`config.mk`:
```
export PLATFORM = sky130hd
export DESIGN_NAME = ahb_slave_decoder
export DESIGN_NICKNAME = d
export VERILOG_FILES = /design/src/rtl/ahb_slave_decoder.sv
export SDC_FILE = /design/constraint.sdc
export NUM_CORES = 1
export LEC_CHECK = 0
export ABC_AREA = 1
export CELL_PAD_IN_SITES_DETAIL_PLACEMENT = 0
export CELL_PAD_IN_SITES_GLOBAL_PLACEMENT = 1
export CORE_UTILIZATION = 13
export CTS_CLUSTER_DIAMETER = 100
export DETAILED_ROUTE_END_ITERATION = 10
export HOLD_SLACK_MARGIN = 0.06
export PLACE_DENSITY = 0.81
export SETUP_SLACK_MARGIN = 0.2
export SLEW_MARGIN = 20
export SYNTH_ARGS = -nofsm -noshare
export SYNTH_HDL_FRONTEND = slang
export SYNTH_SLANG_ARGS = --single-unit
export TNS_END_PERCENT = 30
```
`constraint.sdc`:
```
create_clock -name HCLK -period 1.6 [get_ports HCLK]
set_input_delay 0.16 -clock HCLK [delete_from_list [all_inputs] [get_ports HCLK]]
set_output_delay 0.16 -clock HCLK [all_outputs]
set_load 0.05 [all_outputs]
```
`src/rtl/ahb_slave_decoder.sv`:
```
// ---------------------------------------------------------------------------
// ahb_slave_decoder
//
// Purpose:
//   AHB-Lite address decoder and data-phase sequencer for a two-slave bus.
//   It decodes HADDR into slave selects and registers the data-phase select
//   (muxSelect) that steers the response multiplexer.
//
//   It also contains the default slave:
//     - unmapped valid transfers get the two-cycle ERROR response.
//     - IDLE/BUSY transfers get a zero-wait OKAY.
//
// Parameters:
//   ADDR_WIDTH   HADDR width
//   SLAVE1_BASE  slave 1 base address
//   SLAVE1_MASK  slave 1 compare mask
//   SLAVE2_BASE  slave 2 base address
//   SLAVE2_MASK  slave 2 compare mask
//
// Ports:
//   HCLK       in   bus clock; all state changes on its rising edge
//   HRESET     in   synchronous, active-high reset
//   HADDR      in   address-phase address
//   HTRANS     in   transfer type (00 IDLE, 01 BUSY, 10 NONSEQ, 11 SEQ)
//   HREADY     in   multiplexed HREADY fed back from the bus
//   HSEL_1     out  combinational slave 1 select
//   HSEL_2     out  combinational slave 2 select
//   muxSelect  out  registered data-phase select (0 = slave 1, 1 = slave 2)
//   defSel     out  registered; default slave owns the current data phase
//   defHREADY  out  default slave HREADYOUT
//   defHRESP   out  default slave HRESP (1 = ERROR)
// ---------------------------------------------------------------------------
module ahb_slave_decoder #(
    parameter int unsigned           ADDR_WIDTH  = 32,
    parameter logic [ADDR_WIDTH-1:0] SLAVE1_BASE = 32'h0000_0000,
    parameter logic [ADDR_WIDTH-1:0] SLAVE1_MASK = 32'hFFFF_F000,
    parameter logic [ADDR_WIDTH-1:0] SLAVE2_BASE = 32'h0000_1000,
    parameter logic [ADDR_WIDTH-1:0] SLAVE2_MASK = 32'hFFFF_F000
) (
    input  logic                  HCLK,
    input  logic                  HRESET,
    input  logic [ADDR_WIDTH-1:0] HADDR,
    input  logic [1:0]            HTRANS,
    input  logic                  HREADY,
    output logic                  HSEL_1,
    output logic                  HSEL_2,
    output logic                  muxSelect,
    output logic                  defSel,
    output logic                  defHREADY,
    output logic                  defHRESP
);

    // Default slave response states.
    // ERR1 is the first (waited) ERROR cycle; ERR2 is the completing one.
    typedef enum logic [1:0] {
        DEF_IDLE = 2'd0,
        DEF_ERR1 = 2'd1,
        DEF_ERR2 = 2'd2
    } defState_t;

    defState_t stateQ, stateD;
    logic      muxSelQ, muxSelD;
    logic      defSelQ, defSelD;

    logic      hit1;
    logic      hit2;
    logic      validTrans;

    // Address decode is purely combinational on HADDR.
    // HTRANS is deliberately ignored, so the selects are stable as soon as
    // the address is. When the two regions overlap, slave 1 has priority.
    always_comb begin
        hit1       = ((HADDR & SLAVE1_MASK) == SLAVE1_BASE);
        hit2       = ((HADDR & SLAVE2_MASK) == SLAVE2_BASE);
        validTrans = HTRANS[1];
        HSEL_1     = hit1;
        HSEL_2     = hit2 & ~hit1;
    end

    // Next-state logic for the data-phase registers and the default slave.
    //
    // ERR1 always advances to ERR2, because the default slave itself is
    // stalling the bus in ERR1. No new address phase is taken there.
    //
    // In every other state an address phase is accepted only when the
    // multiplexed HREADY is high; otherwise everything holds.
    //
    // muxSelect is left untouched when the default slave takes the phase.
    // The multiplexer output is overridden by defSel in that case anyway.
    always_comb begin
        stateD  = stateQ;
        muxSelD = muxSelQ;
        defSelD = defSelQ;

        if (stateQ == DEF_ERR1) begin
            stateD = DEF_ERR2;
        end else if (HREADY) begin
            if (!validTrans) begin
                defSelD = 1'b1;
                stateD  = DEF_IDLE;
            end else if (hit1) begin
                muxSelD = 1'b0;
                defSelD = 1'b0;
                stateD  = DEF_IDLE;
            end else if (hit2) begin
                muxSelD = 1'b1;
                defSelD = 1'b0;
                stateD  = DEF_IDLE;
            end else begin
                defSelD = 1'b1;
                stateD  = DEF_ERR1;
            end
        end
    end

    // State registers with synchronous reset.
    // Reset leaves the default slave owning the (empty) data phase with an
    // OKAY response. This also aborts an error sequence in progress.
    always_ff @(posedge HCLK) begin
        if (HRESET) begin
            stateQ  <= DEF_IDLE;
            muxSelQ <= 1'b0;
            defSelQ <= 1'b1;
        end else begin
            stateQ  <= stateD;
            muxSelQ <= muxSelD;
            defSelQ <= defSelD;
        end
    end

    // Default slave response is decoded directly from the state.
    // Only ERR1 stalls the bus. Both error states signal ERROR.
    always_comb begin
        defHREADY = (stateQ != DEF_ERR1);
        defHRESP  = (stateQ != DEF_IDLE);
        muxSelect = muxSelQ;
        defSel    = defSelQ;
    end

endmodule
```
==> summary.txt <==
Yosys top cell area share = 0.268
# Max-Cap Violations = 0
Row count = 17
Slowest CP cell = clkdlybuf4s50_1
Final wirelength = 856 um
Detailed Place HPWL = 682 um
Startpoint types = input port
Placed cell area = 634 um^2
Post-Syn Nets = 84
Area growth syn-to-layout = 136%
Post-route ant nets = 0
Max clock buf depth = 2
CTS tree = built
Fin crit share = 0.806
Initial DRC count = 3
Reg2reg start = stateQ[1]
Number of diodes = 0
Worst-path clk slew = 0.04 ns
Leak = 0.360 nW
Slew headroom = 0.869
Slew @ Worst Pin = 0.196 ns
R2R depth = 7
Slew Viols, Final = 0
Final min period = 1.29 ns
Die area = 0.00250 mm^2
R2r endpoint = defSel
Synth cell types = 14
Worst-path cell chain = clkdlybuf4s50_1 > inv_1 > nand2_1 > nor2_2 > and3_4 > buf_12
Power Density = 479 mW/mm^2
Setup TNS = 0 ns
Clk Latency, worst-skew pair = 0.23 ns
Initial antenna violation count = 0
# port buffers = 29
First-pass GRT wire length = 1410 um
Die height = 50.0 um
Drt wl/cell = 7.64 um
DRC = 0
CP Class = in2out
Vias in the first global route = 368
Layout Skew = 0.00189 ns
Area leader, netlist = dfxtp_1
Router iterations before antenna repair = 4
Worst-case vdd ir drop = 0.252 mV
Critical path origin = HADDR[14]
Cts hold-fix bufs = 0
Num CTS Buffers = 3
Floorplan core area = 0.00219 mm^2
Final hold slack = 0.466 ns
Post-Syn Area = 299 um^2
Fmax achieved = 775 MHz
# IOs = 43
# setup viols final = 0
Via count = 413
Sequential-to-total area share from yosys stat = 0.268
Htree depth = 1
Vias per cell = 3.69
WHS Path Cells = 1
Post-Syn Instances = 47
RSZ-0062 raised after global routing = no
Top cells by area, synth = dfxtp_1 (27%), nor2_1 (16%), inv_1 (10%), nand2_1 (8.8%), nor2_4 (7.5%)
Hold Fails Final Rpt = 0
Fin area = 706 um^2
Largest net degree at the start of global routing = 6
Syn Area/Cell = 6.36 um^2
Crit path to = HSEL_1
Ys Warns = 0
PnR worst setup slack = 0.310 ns
Worst-path maximum fanout = 2
Gr ovfl total = 0
Die Span X = 50.0 um
Hold path startpoint = stateQ[1]
FF-to-FF setup slack = 0.59 ns
Effective utilization at floorplan = 0.136
Seq cells post-synth = 4
Placement Setup Slack = 0.0858 ns
Crit path required time = 1.44 ns
CTS Sinks = 4
GP Congestion = 0.661
Layout cells sized above 1 = 0.298
WP data arrival = 1.13 ns
Largest stage delay, worst path = 0.39 ns
Outcome = completed
Clk root buf = clkbuf_4
Critical Path Sink Type = primary output
Nets@finish = 123
Min-delay worst type = reg2reg
Fillers = 248
GRT Overall Usage = 0.0778
[registers in the layout (all words and copies together) (netlist names)]
register	cells
defSel	1
muxSelect	1
stateQ	2
[metal layers]
layer	routed length (um)	vias up	share of wire	global-route usage
li1	-	220	-	-
met5	0	-	0	0
met1	314	176	0.37	0.0693
met4	0	0	0	0.0571
met3	57	0	0.067	0.0340
met2	484	17	0.57	0.137
[Yosys cell counts]
cell type / instances
nor2_2: 3
a211oi_1: 1
and3_1: 1
nand3_4: 1
dfxtp_1: 4
nand4_1: 1
nor2_4: 2
nand2_2: 2
o211ai_1: 1
nand2_1: 7
nor2_1: 13
inv_1: 8
a21oi_1: 2
o21ai_0: 1
[layout make-up]
class                           count  area [um^2]  share of cell area
Tap cell                           28         35.0              0.0496
Inverter                            8         30.0              0.0426
Multi-Input combinational cell     35          204               0.289
Timing Repair Buffer               34          334               0.473
Clock buffer                        3         22.5              0.0319
Sequential cell                     4         80.1               0.113
[worst min path at each step]
stage | end | slack [ns]
finish | stateQ[1] | 0.47
global route | stateQ[1] | 0.50
CTS | stateQ[1] | 0.47
detailed placement | stateQ[1] | 0.46
global placement | stateQ[1] | 0.45
floorplan | stateQ[1] | 0.24
[logic make-up (layout without fill, tap and decap cells)]
| logic type | Yosys count | in the layout | share of synthesized area |
|---|---|---|---|
| AOI/OAI and AO/OA | 5 | 5 | 0.100 |
| buffers and inverters | 8 | 45 | 0.100 |
| DFF | 4 | 4 | 0.268 |
| and+or+nand+nor | 30 | 30 | 0.531 |
[worst max-delay path, delay by kind of cell]
kind	cells	cell delay, ns
buffers and inverters	3	0.57
and+or+nand+nor	3	0.40
[power breakdown]
part	total [W]	switching, W	internal [W]
logic	0.000104	0.0000500	0.0000543
clock network	0.000126	0.0000422	0.0000840
registers	0.000107	0.00000300	0.000104
total	0.000338	0.0000952	0.000243
[cells in the final DEF, fill, tap and decap left out, types with 3 or more instances in the layout]
cell type	instances
dfxtp_1	4
nor2_2	4
inv_1	8
dlymetal6s2s_1	5
clkdlybuf4s50_1	5
clkbuf_4	3
nand2_1	7
nor2_1	11
nor2_4	3
dlygate4sd2_1	13
buf_4	9
[per-stage QoR]
stage	power (W)	cells	util
finish	0.000338	112	0.322
global route	0.000363	112	0.322
CTS	0.000346	110	0.308
detailed placement	0.000224	104	0.290
global placement	0.000223	104	0.290
floorplan	0.000155	47	-
[what timing repair did]
action                     4_1_cts  5_1_grt
pin swaps                       16       11
resized for setup               16        6
setup buffers                    3        2
setup endpoints to repair        2        2
(Power assumes the default switching activity.)
